<file path="src/rtl/xc_aes_pkg.sv">
// ---------------------------------------------------------------------------
// xc_aes_pkg
// Shared definitions for the sequential AES SubBytes unit:
//   - FSM state enumeration (IDLE / BUSY / DONE)
//   - number of bytes per word and the last byte index
//   - forward and inverse AES S-box tables with lookup helpers
// ---------------------------------------------------------------------------
package xc_aes_pkg;

    localparam int unsigned BYTE_COUNT = 4;
    localparam logic [1:0]  LAST_BYTE  = 2'(BYTE_COUNT - 1);

    typedef enum logic [1:0] {
        ST_IDLE = 2'd0,
        ST_BUSY = 2'd1,
        ST_DONE = 2'd2
    } state_e;

    localparam logic [7:0] SBOX_FWD [256] = '{
        8'h63, 8'h7c, 8'h77, 8'h7b, 8'hf2, 8'h6b, 8'h6f, 8'hc5, 8'h30, 8'h01, 8'h67, 8'h2b, 8'hfe, 8'hd7, 8'hab, 8'h76,
        8'hca, 8'h82, 8'hc9, 8'h7d, 8'hfa, 8'h59, 8'h47, 8'hf0, 8'had, 8'hd4, 8'ha2, 8'haf, 8'h9c, 8'ha4, 8'h72, 8'hc0,
        8'hb7, 8'hfd, 8'h93, 8'h26, 8'h36, 8'h3f, 8'hf7, 8'hcc, 8'h34, 8'ha5, 8'he5, 8'hf1, 8'h71, 8'hd8, 8'h31, 8'h15,
        8'h04, 8'hc7, 8'h23, 8'hc3, 8'h18, 8'h96, 8'h05, 8'h9a, 8'h07, 8'h12, 8'h80, 8'he2, 8'heb, 8'h27, 8'hb2, 8'h75,
        8'h09, 8'h83, 8'h2c, 8'h1a, 8'h1b, 8'h6e, 8'h5a, 8'ha0, 8'h52, 8'h3b, 8'hd6, 8'hb3, 8'h29, 8'he3, 8'h2f, 8'h84,
        8'h53, 8'hd1, 8'h00, 8'hed, 8'h20, 8'hfc, 8'hb1, 8'h5b, 8'h6a, 8'hcb, 8'hbe, 8'h39, 8'h4a, 8'h4c, 8'h58, 8'hcf,
        8'hd0, 8'hef, 8'haa, 8'hfb, 8'h43, 8'h4d, 8'h33, 8'h85, 8'h45, 8'hf9, 8'h02, 8'h7f, 8'h50, 8'h3c, 8'h9f, 8'ha8,
        8'h51, 8'ha3, 8'h40, 8'h8f, 8'h92, 8'h9d, 8'h38, 8'hf5, 8'hbc, 8'hb6, 8'hda, 8'h21, 8'h10, 8'hff, 8'hf3, 8'hd2,
        8'hcd, 8'h0c, 8'h13, 8'hec, 8'h5f, 8'h97, 8'h44, 8'h17, 8'hc4, 8'ha7, 8'h7e, 8'h3d, 8'h64, 8'h5d, 8'h19, 8'h73,
        8'h60, 8'h81, 8'h4f, 8'hdc, 8'h22, 8'h2a, 8'h90, 8'h88, 8'h46, 8'hee, 8'hb8, 8'h14, 8'hde, 8'h5e, 8'h0b, 8'hdb,
        8'he0, 8'h32, 8'h3a, 8'h0a, 8'h49, 8'h06, 8'h24, 8'h5c, 8'hc2, 8'hd3, 8'hac, 8'h62, 8'h91, 8'h95, 8'he4, 8'h79,
        8'he7, 8'hc8, 8'h37, 8'h6d, 8'h8d, 8'hd5, 8'h4e, 8'ha9, 8'h6c, 8'h56, 8'hf4, 8'hea, 8'h65, 8'h7a, 8'hae, 8'h08,
        8'hba, 8'h78, 8'h25, 8'h2e, 8'h1c, 8'ha6, 8'hb4, 8'hc6, 8'he8, 8'hdd, 8'h74, 8'h1f, 8'h4b, 8'hbd, 8'h8b, 8'h8a,
        8'h70, 8'h3e, 8'hb5, 8'h66, 8'h48, 8'h03, 8'hf6, 8'h0e, 8'h61, 8'h35, 8'h57, 8'hb9, 8'h86, 8'hc1, 8'h1d, 8'h9e,
        8'he1, 8'hf8, 8'h98, 8'h11, 8'h69, 8'hd9, 8'h8e, 8'h94, 8'h9b, 8'h1e, 8'h87, 8'he9, 8'hce, 8'h55, 8'h28, 8'hdf,
        8'h8c, 8'ha1, 8'h89, 8'h0d, 8'hbf, 8'he6, 8'h42, 8'h68, 8'h41, 8'h99, 8'h2d, 8'h0f, 8'hb0, 8'h54, 8'hbb, 8'h16
    };

    localparam logic [7:0] SBOX_INV [256] = '{
        8'h52, 8'h09, 8'h6a, 8'hd5, 8'h30, 8'h36, 8'ha5, 8'h38, 8'hbf, 8'h40, 8'ha3, 8'h9e, 8'h81, 8'hf3, 8'hd7, 8'hfb,
        8'h7c, 8'he3, 8'h39, 8'h82, 8'h9b, 8'h2f, 8'hff, 8'h87, 8'h34, 8'h8e, 8'h43, 8'h44, 8'hc4, 8'hde, 8'he9, 8'hcb,
        8'h54, 8'h7b, 8'h94, 8'h32, 8'ha6, 8'hc2, 8'h23, 8'h3d, 8'hee, 8'h4c, 8'h95, 8'h0b, 8'h42, 8'hfa, 8'hc3, 8'h4e,
        8'h08, 8'h2e, 8'ha1, 8'h66, 8'h28, 8'hd9, 8'h24, 8'hb2, 8'h76, 8'h5b, 8'ha2, 8'h49, 8'h6d, 8'h8b, 8'hd1, 8'h25,
        8'h72, 8'hf8, 8'hf6, 8'h64, 8'h86, 8'h68, 8'h98, 8'h16, 8'hd4, 8'ha4, 8'h5c, 8'hcc, 8'h5d, 8'h65, 8'hb6, 8'h92,
        8'h6c, 8'h70, 8'h48, 8'h50, 8'hfd, 8'hed, 8'hb9, 8'hda, 8'h5e, 8'h15, 8'h46, 8'h57, 8'ha7, 8'h8d, 8'h9d, 8'h84,
        8'h90, 8'hd8, 8'hab, 8'h00, 8'h8c, 8'hbc, 8'hd3, 8'h0a, 8'hf7, 8'he4, 8'h58, 8'h05, 8'hb8, 8'hb3, 8'h45, 8'h06,
        8'hd0, 8'h2c, 8'h1e, 8'h8f, 8'hca, 8'h3f, 8'h0f, 8'h02, 8'hc1, 8'haf, 8'hbd, 8'h03, 8'h01, 8'h13, 8'h8a, 8'h6b,
        8'h3a, 8'h91, 8'h11, 8'h41, 8'h4f, 8'h67, 8'hdc, 8'hea, 8'h97, 8'hf2, 8'hcf, 8'hce, 8'hf0, 8'hb4, 8'he6, 8'h73,
        8'h96, 8'hac, 8'h74, 8'h22, 8'he7, 8'had, 8'h35, 8'h85, 8'he2, 8'hf9, 8'h37, 8'he8, 8'h1c, 8'h75, 8'hdf, 8'h6e,
        8'h47, 8'hf1, 8'h1a, 8'h71, 8'h1d, 8'h29, 8'hc5, 8'h89, 8'h6f, 8'hb7, 8'h62, 8'h0e, 8'haa, 8'h18, 8'hbe, 8'h1b,
        8'hfc, 8'h56, 8'h3e, 8'h4b, 8'hc6, 8'hd2, 8'h79, 8'h20, 8'h9a, 8'hdb, 8'hc0, 8'hfe, 8'h78, 8'hcd, 8'h5a, 8'hf4,
        8'h1f, 8'hdd, 8'ha8, 8'h33, 8'h88, 8'h07, 8'hc7, 8'h31, 8'hb1, 8'h12, 8'h10, 8'h59, 8'h27, 8'h80, 8'hec, 8'h5f,
        8'h60, 8'h51, 8'h7f, 8'ha9, 8'h19, 8'hb5, 8'h4a, 8'h0d, 8'h2d, 8'he5, 8'h7a, 8'h9f, 8'h93, 8'hc9, 8'h9c, 8'hef,
        8'ha0, 8'he0, 8'h3b, 8'h4d, 8'hae, 8'h2a, 8'hf5, 8'hb0, 8'hc8, 8'heb, 8'hbb, 8'h3c, 8'h83, 8'h53, 8'h99, 8'h61,
        8'h17, 8'h2b, 8'h04, 8'h7e, 8'hba, 8'h77, 8'hd6, 8'h26, 8'he1, 8'h69, 8'h14, 8'h63, 8'h55, 8'h21, 8'h0c, 8'h7d
    };

    function automatic logic [7:0] sbox_fwd(input logic [7:0] b);
        return SBOX_FWD[b];
    endfunction

    function automatic logic [7:0] sbox_inv(input logic [7:0] b);
        return SBOX_INV[b];
    endfunction

endpackage

</file>
<file path="src/rtl/xc_aessub_seq_if.sv">
// ---------------------------------------------------------------------------
// xc_aessub_seq_if
// Request/response bundle of the sequential SubBytes unit.
//   valid  : request valid, held by the requester until ready is seen
//   rs1    : source register 1 (bytes 0 and 2 of the operand word)
//   rs2    : source register 2 (bytes 1 and 3 of the operand word)
//   enc    : 1 = forward S-box, 0 = inverse S-box
//   rot    : 1 = rotate the result right by one byte
//   ready  : one-cycle completion pulse
//   result : SubBytes result, valid only while ready is high (0 otherwise)
// Modports: master (requester) and slave (the unit).
// ---------------------------------------------------------------------------
interface xc_aessub_seq_if;
    logic        valid;
    logic [31:0] rs1;
    logic [31:0] rs2;
    logic        enc;
    logic        rot;
    logic        ready;
    logic [31:0] result;

    modport master (output valid, rs1, rs2, enc, rot, input ready, result);
    modport slave  (input valid, rs1, rs2, enc, rot, output ready, result);
endinterface

</file>
<file path="src/rtl/xc_aes_sbox.sv">
// ---------------------------------------------------------------------------
// xc_aes_sbox
// Combinational single-byte AES S-box.
//   in_i  : byte to substitute
//   enc_i : 1 = forward S-box, 0 = inverse S-box
//   out_o : substituted byte
// Macro XC_AESSUB_DEC_EN: when defined the inverse S-box is built in; when
// undefined the inverse path is absent and enc_i=0 yields 8'h00.
// ---------------------------------------------------------------------------
module xc_aes_sbox
    import xc_aes_pkg::*;
(
    input  logic [7:0] in_i,
    input  logic       enc_i,
    output logic [7:0] out_o
);

`ifdef XC_AESSUB_DEC_EN
    assign out_o = enc_i ? sbox_fwd(in_i) : sbox_inv(in_i);
`else
    assign out_o = enc_i ? sbox_fwd(in_i) : 8'h00;
`endif

endmodule

</file>
<file path="src/rtl/xc_aessub_seq.sv">
// ---------------------------------------------------------------------------
// xc_aessub_seq
// Sequential AES SubBytes: substitutes the four bytes of the operand word
// {rs2[31:24], rs1[23:16], rs2[15:8], rs1[7:0]} one byte per cycle through a
// single shared S-box, then presents the word (optionally rotated right by
// 8 bits) together with a one-cycle ready pulse.
//   g_clk    : core clock, rising edge
//   g_resetn : asynchronous active-low reset
//   bus      : xc_aessub_seq_if.slave (valid/rs1/rs2/enc/rot in, ready/result out)
// Timing: accepted at edge N -> BUSY for 4 cycles -> DONE (ready=1) -> IDLE.
// Dropping valid while BUSY abandons the operation without a ready pulse.
// Macro XC_AESSUB_DEC_EN enables the inverse S-box (see xc_aes_sbox).
// ---------------------------------------------------------------------------
module xc_aessub_seq
    import xc_aes_pkg::*;
(
    input  logic          g_clk,
    input  logic          g_resetn,
    xc_aessub_seq_if.slave bus
);

    state_e      state_q, state_d;
    logic [1:0]  cnt_q,   cnt_d;
    logic [31:0] w_q,     w_d;
    logic        enc_q,   enc_d;
    logic        rot_q,   rot_d;
    logic [31:0] res_q,   res_d;
    logic [7:0]  sbox_in;
    logic [7:0]  sbox_out;

    // Operand bytes that never reach the operand word.
    logic unused_opnd;
    assign unused_opnd = ^{bus.rs1[31:24], bus.rs1[15:8], bus.rs2[23:16], bus.rs2[7:0]};

    assign sbox_in = w_q[{cnt_q, 3'b000} +: 8];

    xc_aes_sbox u_sbox (
        .in_i  (sbox_in),
        .enc_i (enc_q),
        .out_o (sbox_out)
    );

    always_comb begin
        // NOTE: every _d gets a hold default first, so no path can infer a latch.
        state_d = state_q;
        cnt_d   = cnt_q;
        w_d     = w_q;
        enc_d   = enc_q;
        rot_d   = rot_q;
        res_d   = res_q;
        unique case (state_q)
            ST_IDLE: begin
                if (bus.valid) begin
                    state_d = ST_BUSY;
                    cnt_d   = 2'd0;
                    w_d     = {bus.rs2[31:24], bus.rs1[23:16], bus.rs2[15:8], bus.rs1[7:0]};
                    enc_d   = bus.enc;
                    rot_d   = bus.rot;
                    res_d   = '0;
                end
            end
            ST_BUSY: begin
                if (!bus.valid) begin
                    // Requester withdrew: abandon without a ready pulse.
                    state_d = ST_IDLE;
                    cnt_d   = 2'd0;
                end else begin
                    res_d[{cnt_q, 3'b000} +: 8] = sbox_out;
                    if (cnt_q == LAST_BYTE) begin
                        state_d = ST_DONE;
                        cnt_d   = 2'd0;
                    end else begin
                        cnt_d = cnt_q + 2'd1;
                    end
                end
            end
            ST_DONE: state_d = ST_IDLE;
            default: state_d = ST_IDLE;
        endcase
    end

    always_ff @(posedge g_clk or negedge g_resetn) begin
        if (!g_resetn) begin
            state_q <= ST_IDLE;
            cnt_q   <= 2'd0;
            w_q     <= '0;
            enc_q   <= 1'b0;
            rot_q   <= 1'b0;
            res_q   <= '0;
        end else begin
            // NOTE: non-blocking so every register samples pre-edge values.
            state_q <= state_d;
            cnt_q   <= cnt_d;
            w_q     <= w_d;
            enc_q   <= enc_d;
            rot_q   <= rot_d;
            res_q   <= res_d;
        end
    end

    // Result is forced to zero outside DONE; rotation is applied on output.
    assign bus.ready  = (state_q == ST_DONE);
    assign bus.result = !bus.ready ? 32'h0 :
                        rot_q      ? {res_q[7:0], res_q[31:8]} : res_q;

endmodule

</file>
<file path="src/flat_wrapper.sv">
// flat-port wrapper written by rule: the top's interface ports become plain ports
module xc_aessub_seq_flat import xc_aes_pkg::*;
  (g_clk, g_resetn, bus_valid, bus_rs1, bus_rs2, bus_enc, bus_rot, bus_ready, bus_result);
  xc_aessub_seq_if bus_i ();
  input  logic g_clk;
  input  logic g_resetn;
  input wire logic [$bits(bus_i.valid)-1:0] bus_valid;
  input wire logic [$bits(bus_i.rs1)-1:0] bus_rs1;
  input wire logic [$bits(bus_i.rs2)-1:0] bus_rs2;
  input wire logic [$bits(bus_i.enc)-1:0] bus_enc;
  input wire logic [$bits(bus_i.rot)-1:0] bus_rot;
  output wire logic [$bits(bus_i.ready)-1:0] bus_ready;
  output wire logic [$bits(bus_i.result)-1:0] bus_result;
  assign bus_i.valid = bus_valid;
  assign bus_i.rs1 = bus_rs1;
  assign bus_i.rs2 = bus_rs2;
  assign bus_i.enc = bus_enc;
  assign bus_i.rot = bus_rot;
  assign bus_ready = bus_i.ready;
  assign bus_result = bus_i.result;
  xc_aessub_seq u_core (.g_clk(g_clk), .g_resetn(g_resetn), .bus(bus_i));
endmodule
</file>
<file path="config.mk">
export PLATFORM = sky130hd
export DESIGN_NAME = xc_aessub_seq_flat
export DESIGN_NICKNAME = d
export VERILOG_FILES = /design/src/rtl/xc_aes_pkg.sv /design/src/rtl/xc_aessub_seq_if.sv /design/src/rtl/xc_aes_sbox.sv /design/src/rtl/xc_aessub_seq.sv /design/src/flat_wrapper.sv
export SDC_FILE = /design/constraint.sdc
export NUM_CORES = 1
export LEC_CHECK = 0
export BUFFER_PORTS_ARGS = -buffer_cell sky130_fd_sc_hd__buf_2
export CAP_MARGIN = 40
export CORE_MARGIN = 4
export CORE_UTILIZATION = 35
export CTS_BUF_LIST = sky130_fd_sc_hd__clkbuf_2
export DETAILED_ROUTE_END_ITERATION = 8
export HOLD_SLACK_MARGIN = 0.05
export PLACE_DENSITY = 0.6
export SKIP_CTS_REPAIR_TIMING = 1
export SYNTH_ARGS = -nofsm -noshare
export SYNTH_HDL_FRONTEND = slang
export SYNTH_SLANG_ARGS = --single-unit
</file>
<file path="constraint.sdc">
create_clock -name g_clk -period 6.17 [get_ports g_clk]
set_input_delay 1.234 -clock g_clk [delete_from_list [all_inputs] [get_ports g_clk]]
set_output_delay 1.234 -clock g_clk [all_outputs]
set_load 0.05 [all_outputs]
</file>
==> flow_summary_export.csv <==
group,metric,value,unit
logic_synthesis,synth_edf_count,0,
logic_synthesis,postSynthCellCount,848,
logic_synthesis,ys_async_sr_fraction,100,%
run,cap_violations,0,
run_status,status,"completed",
placed_design,port_buffers,69,
die,boundaryPins,102,
grt,grt_pass1_vias,6929,
logic_synthesis,syn_area,7010,sq um
timing,min_period_over_period,73.1,%
timing,final_hold_viol_count,0,
power,pwr-share-comb,67.2,%
finish,fin_util,38.9,%
worst_setup_path,cpLargestDelayFamily,"compound AO/OA/AOI/OAI gates",
clocking,cts_tree,"yes",
logic_synthesis,ys_seq_area_share,25.0,%
timing,rsz0062_at_grt,"no",
detailed_routing,avgRoutedWirePerCell,23.3,um
detailed_routing,vias,7494,
power,power.share.switching,53.0,%
timing,drv_slew,0,
logic_synthesis,syn_nets,936,
finish,drive_above_1_share,19.3,%
worst_setup_path,worstSetupStartpointType,"register",
timing,tns,0,ps
clocking,clock_latency,490,ps
clocking,h-tree-depth,3,
worst_setup_path,cp_max_fo,13,
placed_design,gp_congestion,0.998,
grt,antenna_found_initial,0,
finish,diodes,0,
detailed_routing,final_antenna_net_count,0,
power,clkPwrFrac,11.4,%
detailed_routing,finalWirelength,26400,um
finish,syn_to_final_growth,8.64,%
worst_setup_path,worstPathRequired,6540,ps
power,p_leak,3.04,nW
finish,nets,953,
grt,grt_pass1_wl,40400,um
grt,grt_overflow,0,
clocking,ctsRootBufferMaster,"clkbuf_2",
timing,final-setup-viol-count,0,
detailed_routing,viasPerCell,6.61,
worst_setup_path,cp_cell_sequence,"buf_4, mux4_2, inv_1, ha_1, inv_1, mux2i_1, mux2i_1, a21oi_1, a32oi_1, a32oi_1, o21ai_1",
power,p_seq_share,21.4,%
finish,final_cell_mix,"79 x nand2_1, 70 x dfrtp_1, 69 x buf_2, 67 x nor2_1, 60 x mux2i_1",
power,switchingPower,0.00134,W
timing,slew_headroom,38.1,%
timing,fin_crit,4510,ps
grt,grtUsageTotal,23.0,%
detailed_routing,drcViolationCount,0,
worst_setup_path,slowest_stage,"ha_1",
logic_synthesis,synth_top_area_cell,"dfrtp_1",
die,die_h,149,um
worst_setup_path,timing.critical_path.arrival,4870,ps
logic_synthesis,avgSynthCellArea,8.26,sq um
die,fp.dieArea,22300,sq um
power,irDropWorstVdd,0.155,mV
logic_synthesis,ys_warn_count,0,
worst_setup_path,max_stage_delay,730,ps
clocking,clkTransAtPathRegs,180,ps
placed_design,dp_slack,1900,ps
worst_setup_path,path_buf_inv,3,
timing,setup_slack,1660,ps
logic_synthesis,synth_ff_type,"dfrtp_1",
finish,final_common_cell,"nand2_1",
timing,fmax,0.222,GHz
logic_synthesis,ys_ff_latch,70,
die,die_width,149,um
timing,worstMarginPinSlew,928,ps
grt,grt_max_degree,89,
power,power.internal,0.00119,W
clocking,cts_buffers,9,
detailed_routing,dr.pass1.iters,6,
die,rows,51,
detailed_routing,first_iter_violations,1472,
logic_synthesis,synth.area.top_cells,"dfrtp_1 25%, mux2i_1 8.6%, mux2_2 6.6%",
hold_path,hold_path.class,"register to register",
placed_design,place_inst,1119,
finish,finalNonFillerCells,1134,
die,coreArea,19600,sq um
worst_setup_path,crit_path_end_kind,"register",
logic_synthesis,yosysUniqueCellTypes,77,
timing,clock_skew,17.2,ps
clocking,clock-sinks,70,
worst_setup_path,worstSetupPathType,"register to register",
placed_design,hpwl,18100,um
clocking,clk_path_buf_depth,2,
power,power,0.00252,W
power,p_per_area,332,nW/um^2
logic_synthesis,yosysTopAreaCellShare,25.0,%
die,initial_core_util,35.8,%
-- cell usage after synthesis, types with 15 or more instances --
| master | instances |
|---|---|
| a21oi_1 | 36 |
| buf_2 | 27 |
| clkbuf_1 | 44 |
| dfrtp_1 | 70 |
| ha_1 | 19 |
| inv_1 | 15 |
| mux2_2 | 41 |
| mux2i_1 | 60 |
| nand2_1 | 79 |
| nand2b_1 | 19 |
| nand3_1 | 24 |
| nor2_1 | 68 |
| nor2b_1 | 15 |
| nor3_1 | 18 |
| o211ai_1 | 15 |
| o21ai_0 | 42 |
| o21ai_1 | 17 |
-- metal layers --
layer	vias to the layer above	track usage [%]	routed length, um
li1	3259	-	-
met4	0	9.15	1190
met2	589	34.1	11400
met3	115	6.18	3200
met5	-	0	0
met1	3531	32.0	10600
-- power by group through the flow --
stage | registers (W) | clock network [W] | logic (W)
2_1_floorplan | 0.000533 | 0 | 0.00115
3_3_place_gp | 0.000547 | 0 | 0.00163
3_5_place_dp | 0.000549 | 0 | 0.00160
4_1_cts | 0.000540 | 0.000299 | 0.00161
5_1_grt | 0.000548 | 0.000321 | 0.00176
6_report | 0.000539 | 0.000288 | 0.00170
-- cell families after synthesis --
family          after synthesis  synth area share, %
mux                         110                 17.9
buf+inv                     102                 6.59
compound gates              271                 27.9
flops                        70                 25.0
simple gates                274                 18.9
xor+xnor                      2                0.250
fa+ha+maj                    19                 3.39
-- final timing paths --
kind	start	endpoint	slack, ps	cells after the start
worst max-delay path	u_core.cnt_q[0]$_DFFE_PN0P_	u_core.res_q[9]$_DFFE_PN0P_	1660	11
worst min-delay path	u_core.w_q[24]$_DFFE_PN0P_	u_core.w_q[24]$_DFFE_PN0P_	520	1
worst max register to register	u_core.cnt_q[0]$_DFFE_PN0P_	u_core.res_q[9]$_DFFE_PN0P_	1660	11
worst min register to register	u_core.w_q[24]$_DFFE_PN0P_	u_core.w_q[24]$_DFFE_PN0P_	520	1
max in group asynchronous	g_resetn	u_core.res_q[22]$_DFFE_PN0P_	4940	3
min in group asynchronous	g_resetn	u_core.w_q[12]$_DFFE_PN0P_	710	2
-- metrics by stage --
stage                     hold slack, ps  instance area [sq um]
after global routing                 551                   7610
after detailed placement             492                   7490
after floorplan                      464                   7010
final                                523                   7610
after CTS                            532                   7610
after global placement               485                   7440
-- layout make-up --
class	instances	area (sq um)
clock buffer	10	50.0
clock inverter	5	75.1
sequential	70	1750
inverter	16	60.1
fill	2039	12000
tap	265	332
timing repair buffer	92	546
multi-input combinational	676	4800
-- state kept, by name (all words and copies together), names as in the netlist --
name	count
u_core.state_q	2
u_core.cnt_q	2
u_core.w_q	32
u_core.rot_q	1
u_core.enc_q	1
u_core.res_q	32
Note: power is estimated with default switching activity, not from simulation.
